## src/rtl/obj_dma.sv

```systemverilog
// obj_dma: object RAM to line-buffer DMA engine.
// Arms on DMA_ON, copies WORDS words after the next vblank rise.
module obj_dma #(
  parameter int WORDS = 512,
  parameter int AW    = 9
) (
  input  logic          clk,
  input  logic          reset_n,
  input  logic          ce,
  input  logic          dma_on,
  input  logic          vblank,
  input  logic          bak,
  output logic          brq,
  output logic [AW-1:0] src_addr,
  input  logic [15:0]   src_din,
  output logic [AW-1:0] buf_addr,
  output logic [15:0]   buf_dout,
  output logic          buf_we,
  output logic          busy
);

  localparam logic [AW:0]   LAST = (AW+1)'(WORDS);
  localparam logic [AW-1:0] TOP  = AW'(WORDS - 1);
  localparam logic [AW:0]   ONE  = (AW+1)'(1);

  typedef enum logic [2:0] {
    S_IDLE,
    S_ARM,
    S_REQ,
    S_COPY,
    S_DONE
  } state_t;

  state_t        state;
  state_t        state_nx;
  logic [AW:0]   cnt;
  logic [AW-1:0] rd_prev;
  logic [15:0]   hold_d;
  logic          hold_v;
  logic          vb_prev;
  logic          pend;
  logic          step;
  logic          last;
  logic          cnt_nz;

  assign step   = ce & bak & (state == S_COPY);
  assign last   = (cnt == LAST);
  assign cnt_nz = |cnt;

  // Next state; IDLE reacts to dma_on regardless of ce.
  always_comb begin
    state_nx = state;
    unique case (state)
      S_IDLE: if (dma_on) state_nx = S_ARM;
      S_ARM:  if (ce && vblank && !vb_prev) state_nx = S_REQ;
      S_REQ:  if (ce && bak) state_nx = S_COPY;
      S_COPY: if (step && last) state_nx = S_DONE;
      S_DONE: if (ce) state_nx = (pend || dma_on) ? S_ARM : S_IDLE;
      default: state_nx = S_IDLE;
    endcase
  end

  // State register.
  always_ff @(posedge clk or negedge reset_n) begin
    if (!reset_n) state <= S_IDLE;
    else          state <= state_nx;
  end

  // Read counter, write address pipe and stall data capture.
  always_ff @(posedge clk or negedge reset_n) begin
    if (!reset_n) begin
      cnt     <= '0;
      rd_prev <= '0;
      hold_d  <= '0;
      hold_v  <= 1'b0;
    end else if (ce) begin
      if (state == S_REQ && bak) begin
        cnt    <= '0;
        hold_v <= 1'b0;
      end else if (state == S_COPY) begin
        if (bak) begin
          if (!last) cnt <= cnt + ONE;
          rd_prev <= src_addr;
          hold_v  <= 1'b0;
        end else if (cnt_nz && !hold_v) begin
          // RAM output moves on during a stall; keep the word owed.
          hold_v <= 1'b1;
          hold_d <= src_din;
        end
      end
    end
  end

  // Previous vblank level, sampled on enabled cycles only.
  always_ff @(posedge clk or negedge reset_n) begin
    if (!reset_n)  vb_prev <= 1'b0;
    else if (ce)   vb_prev <= vblank;
  end

  // Single pending request; strobes while armed are ignored.
  always_ff @(posedge clk or negedge reset_n) begin
    if (!reset_n)
      pend <= 1'b0;
    else if (state == S_DONE && ce)
      pend <= 1'b0;
    else if (dma_on && (state == S_REQ || state == S_COPY ||
                        state == S_DONE))
      pend <= 1'b1;
  end

  assign brq      = (state == S_REQ) || (state == S_COPY);
  assign busy     = (state != S_IDLE);
  assign src_addr = last ? TOP : cnt[AW-1:0];
  assign buf_addr = rd_prev;
  assign buf_we   = step & cnt_nz;
  assign buf_dout = (state != S_COPY) ? 16'h0000 :
                    hold_v ? hold_d : src_din;

endmodule

```

## config.mk

```make
export PLATFORM = sky130hd
export DESIGN_NAME = obj_dma
export DESIGN_NICKNAME = d
export VERILOG_FILES = /design/src/rtl/obj_dma.sv
export SDC_FILE = /design/constraint.sdc
export NUM_CORES = 1
export LEC_CHECK = 0
export BUFFER_PORTS_ARGS = -buffer_cell sky130_fd_sc_hd__buf_2
export CAP_MARGIN = 40
export CORE_ASPECT_RATIO = 0.9
export CORE_UTILIZATION = 45
export DETAILED_ROUTE_END_ITERATION = 12
export PLACE_DENSITY = 0.81
export SYNTH_ARGS = -nofsm -noshare
export SYNTH_HDL_FRONTEND = slang
export SYNTH_SLANG_ARGS = --single-unit
```

## constraint.sdc

```tcl
create_clock -name clk -period 1.82 [get_ports clk]
set_input_delay 0.273 -clock clk [delete_from_list [all_inputs] [get_ports clk]]
set_output_delay 0.273 -clock clk [all_outputs]
set_load 0.01 [all_outputs]
```

Word-level counts from Yosys, hierarchy flattened. Cells that the tools add are included. Widths: inputs -> output; s select.

Add/subtract/negate cells: 1. $mul: 0. Div/mod/pow operators: 0. Magnitude comparators: 0. Equal/unequal tests: 12. Shift-type cells: 0. Mux-type cells: 20. Bitwise operators: 5. Reduce and logical (&&, ||, !) cells: 25.

Operator list (count): $mux 10 (4); $mux 16 (2); $mux 3 (5); $pmux 3 s5 (1); $add 10x1->10 const B (1); $eq 10x10->1 const B (1); $reduce_and 5->1 (2); $reduce_or 10->1 (1); $mux 9 (1); $logic_and 1x1->1 (8); $ne 2x2->1 const B (4); $reduce_and 4->1 (2); $mux 1 (7); $eq 3x2->1 const B (2); $reduce_bool 2->1 (3); $reduce_bool 3->1 (2); $ne 2x1->1 const B (2); $and 1x1->1 (3); $eq 3x1->1 const B (1); $eq 3x3->1 const B (1); $logic_not 3->1 (1); $logic_or 1x1->1 (3); $ne 3x2->1 const B (1); $reduce_and 3->1 (1); other kinds (2) (4).

Flip-flop bits (word level): 41. Bits in latches: 0. Memory bits (writable): 0. ROM bits: 0. Bits of input ports: 22. Output and inout bits: 37. Logic and storage cells: 70. Memories kept: 0.

Depth between registers and ports, before layout.
Depth in word-level cells: 6. Gate-level depth with buffers: 7. Mapped depth without buffers: 6.

Least setup slack after synthesis. No wires, ideal clock.

Kind: register -> register. From: register cnt[1]. To: register hold_d[10]. Data arrival time: 1.712 ns. Required time: 1.695 ns. Slack: -0.018 ns. Stages on the path, launching flop included: 8. Clock period less this slack: 1.838 ns. Cells stage by stage: dfrtp_1 inv_1 ha_1 nor4b_4 nand2_2 o211ai_4 buf_12 mux2_4.

Longest elaborated chain between the ends: 3.

RTL lines: start: declaration (RTL line 36) `logic [AW:0] cnt;`; start signal: assignment (RTL line 82) `if (!last) cnt <= cnt + ONE;`; $reduce_or 10->1 (RTL line 48) `assign cnt_nz = |cnt;`; $logic_and 1x1->1 (RTL line 85) `end else if (cnt_nz && !hold_v) begin`; $reduce_and 5->1 (no source line); end signal: assignment (RTL line 88) `hold_d <= src_din;`; end: declaration (RTL line 38) `logic [15:0] hold_d;`.

No other way between the ends. A chain may end at the register's enable or synchronous reset.

Final worst setup path.
From: register cnt[1]. To: output src_addr[4].

Longest elaborated chain between the ends: 2.

RTL lines: $eq 10x10->1 (RTL line 47) `assign last = (cnt == LAST);`; $mux 9 (RTL line 113) `assign src_addr = last ? TOP : cnt[AW-1:0];`; end: declaration (RTL line 14) `output logic [AW-1:0] src_addr,`.

No other way between the ends.

==> impl_table.tex <==
\begin{tabular}{lr}
\hline
Metric & Value \\
\hline
\multicolumn{2}{l}{\textbf{Setup path}} \\
Critical Path AT & 1.73 ns \\
Crit-path max FO & 5 \\
Path type of the worst setup path & register to output pin \\
Crit. Startpoint & cnt[1]\$\_DFFE\_PN0P\_ \\
Beginning of the worst register-to-register path & cnt[1]\$\_DFFE\_PN0P\_ \\
Crit path capture type & output pin \\
Critical path required time & 1.55 ns \\
Startpoint type of the worst setup path & register \\
\multicolumn{2}{l}{\textbf{GRT}} \\
Number of global-route vias before repair & 2064 \\
Pin count of the biggest net entering global routing & 42 \\
Antenna violations before repair & 0 \\
Global-route wire length before repair & 9730 um \\
Overflow after GRT & 0 \\
Total routing usage reported by global routing & 23.3\% \\
\multicolumn{2}{l}{\textbf{Placement}} \\
HPWL after DPL & 3880 um \\
Dpl ws & 0.0138 ns \\
Final estimated routing congestion in global placement & 0.832 \\
Post-Place Cells & 353 \\
Total of buffers placed on input and output ports & 58 \\
\multicolumn{2}{l}{\textbf{STA}} \\
Setup repair after global routing missed its margin & true \\
Hold Violations, Final & 0 \\
Final setup skew & 0.00621 ns \\
Time the final worst path needs with I/O delays and setup & 2.01 ns \\
Slew HR & 65.6\% \\
Actual slew at the worst max-slew pin & 0.517 ns \\
F\_max & 498 MHz \\
Setup WS post-layout & -0.187 ns \\
Total setup violations reported at the end of the flow & 27 \\
Total count of max-transition violations in the final report & 0 \\
Tcrit/Tclk final & 110\% \\
\multicolumn{2}{l}{\textbf{Run status}} \\
Violated checks & negative setup slack \\
Run status & finished, violations left \\
\multicolumn{2}{l}{\textbf{Clock network}} \\
Clock latency reported for the late side of the worst-skew pair & 0.31 ns \\
CTS Hold Buffers Added & 0 \\
CTS Buffer Depth & 2 \\
Inserted Clock Buffers & 5 \\
CTS H-tree lvls & 2 \\
Root buf cell & clkbuf\_8 \\
Reg clk slew, reported paths & 0.08 ns \\
Clock sink count & 41 \\
Clock tree from TritonCTS & done \\
\multicolumn{2}{l}{\textbf{Layout}} \\
Non-filler instance count after layout & 379 \\
Number of antenna cells inserted & 0 \\
Synthesis-to-layout area growth & 41.4\% \\
Fin nets & 337 \\
Share of layout cells above drive strength 1 & 52.2\% \\
\multicolumn{2}{l}{\textbf{Logic synthesis}} \\
Ys async rst share & 100\% \\
Post-synthesis instance total & 219 \\
Main flop type after synthesis & dfrtp\_1 \\
Syn Nets & 243 \\
Number of enable-type register cells in the synthesized netlist & 0 \\
Count of different cell masters after synthesis & 43 \\
Sequential area share after synthesis & 44.7\% \\
Post-synthesis sequential element count & 41 \\
Warnings from Yosys & 0 \\
Area of the mapped netlist & 2290 um2 \\
Per-instance average area after synthesis & 10.5 um2 \\
\multicolumn{2}{l}{\textbf{Power}} \\
P\_leak & 1.63 nW \\
Power per cell area & 1310 nW/um2 \\
Worst vdd ir & 0.509 mV \\
Final Power & 4.24 mW \\
\multicolumn{2}{l}{\textbf{Floorplan}} \\
Initial cell density of the core & 47.2\% \\
Site Rows & 24 \\
Full die area & 5390 um2 \\
Ports & 59 \\
Height of the chip & 69.7 um \\
Die Wd & 77.3 um \\
Placeable Area & 4860 um2 \\
\multicolumn{2}{l}{\textbf{Drt}} \\
Total iterations of the first detailed-routing run & 4 \\
Post-detailed-route via-to-cell ratio & 5.51 \\
Total via count in the routed design & 2087 \\
Detail-routed net length per standard cell & 17.1 um \\
DRT antenna net count & 0 \\
Violation count after the first detailed-routing iteration & 149 \\
Post-detailed-routing wire length & 6480 um \\
Number of DRC violations after detailed routing & 0 \\
\multicolumn{2}{l}{\textbf{Run}} \\
Max\_cap viols & 0 \\
\multicolumn{2}{l}{\textbf{Hold path}} \\
Path class of the lowest-slack min-delay path & primary input to async pin \\
\hline
\end{tabular}
-- cells in the final DEF, fill, tap and decap left out, types with 3 or more instances in the layout --
cell type,netlist,final
a21oi_1,3,3
a31oi_1,6,6
a32o_1,3,3
buf_2,3,52
buf_4,0,38
buf_6,0,8
clkbuf_8,0,7
dfrtp_1,41,38
dfrtp_2,0,3
inv_1,9,6
inv_2,0,3
mux2_2,11,5
mux2_4,10,16
mux2i_1,18,18
nand2_1,13,11
nand2b_4,0,4
nand3_1,5,4
nor2_1,35,27
nor2_2,0,4
nor2_4,0,4
nor3_1,3,3
o21ai_0,16,16
-- where the power goes --
part           total, mW  switching (mW)  internal (mW)
Sequential          1.42           0.224           1.20
Clock              0.674           0.331          0.343
Combinational       2.15            1.03           1.12
Total               4.24            1.58           2.66
-- what timing repair did --
item / CTS / global route
pin swaps: 5 / 4
endpoints found under the hold margin: 0 / 0
gates resized for setup: 25 / 27
setup buffers: 14 / 5
endpoints found under the setup margin: 30 / 45
-- state kept, by name, indices dropped and copies added, names as in the netlist --
name	flops
cnt	10
buf_addr	9
pend	1
vb_prev	1
state	3
hold_v	1
hold_d	16
-- path summary, 6_finish.rpt --
| path | endpoint | slack [ns] | cells after the start |
|---|---|---|---|
| setup reg to reg | hold_d[6]$_DFFE_PN0P_ | -0.17 | 9 |
| hold reg to reg | buf_addr[0]$_DFFE_PN0P_ | 0.48 | 2 |
| setup / recovery | src_addr[4] | -0.19 | 8 |
| max in group asynchronous | state[1]$_DFFE_PN0P_ | 1.42 | 2 |
| min in group clk | hold_d[5]$_DFFE_PN0P_ | 0.21 | 2 |
| hold / removal | buf_addr[1]$_DFFE_PN0P_ | 0.02 | 2 |
-- metal layers --
layer	vias up	track usage, %	wire length (um)
met5	-	0	0
met4	0	10.3	144
met3	17	4.61	387
met2	80	37.0	3190
met1	1032	30.9	2760
li1	958	-	-
-- synthesized netlist by cell type, drive strengths merged, types with 4 or more instances --
cell    number  area (um2)
dfrtp       41        1030
nor2        35         131
mux2        21         274
mux2i       18         180
o21ai       16        80.1
nand2       14        55.1
inv          9        33.8
clkbuf       7        27.5
a31oi        6        37.5
buf          6        53.8
nand3        5        25.0
nand2b       4        25.0
-- worst max-delay path, cell delays in order (launching register included) --
cell      delay, ns
dfrtp_1        0.40
inv_2          0.08
ha_4           0.12
nor4b_4        0.20
buf_4          0.19
nand3_4        0.09
buf_8          0.17
nand2b_4       0.07
buf_6          0.10
-- per-stage QoR --
stage	utilization [%]	cell area [um2]	setup TNS, ns	hold WS, ns
after floorplan	-	2290	0	-0.0226
after global placement	57.1	2780	0	0.367
after detailed placement	57.1	2780	0	0.372
after CTS	63.5	3090	-2.47	0.0483
after global routing	66.7	3250	-6.66	0.0654
final	66.7	3250	-3.89	0.0214
-- cells by family after synthesis --
kind of cell / count (synthesis) / share of synthesized area (%)
xor+xnor: 2 / 0.763
mux: 39 / 19.8
buf+inv: 22 / 5.02
compound gates: 35 / 10.4
flops: 41 / 44.7
fa+ha+maj: 2 / 1.09
simple gates: 78 / 18.3
-- layout make-up --
type                       count  area, um2
fill                         368       1620
multi-input combinational    156       1330
sequential                    41       1030
timing repair buffer         100        671
clock buffer                   7       96.3
tap                           65       81.3
inverter                       9       33.8
clock inverter                 1       5.00
Note: power is estimated with default switching activity, not from simulation.
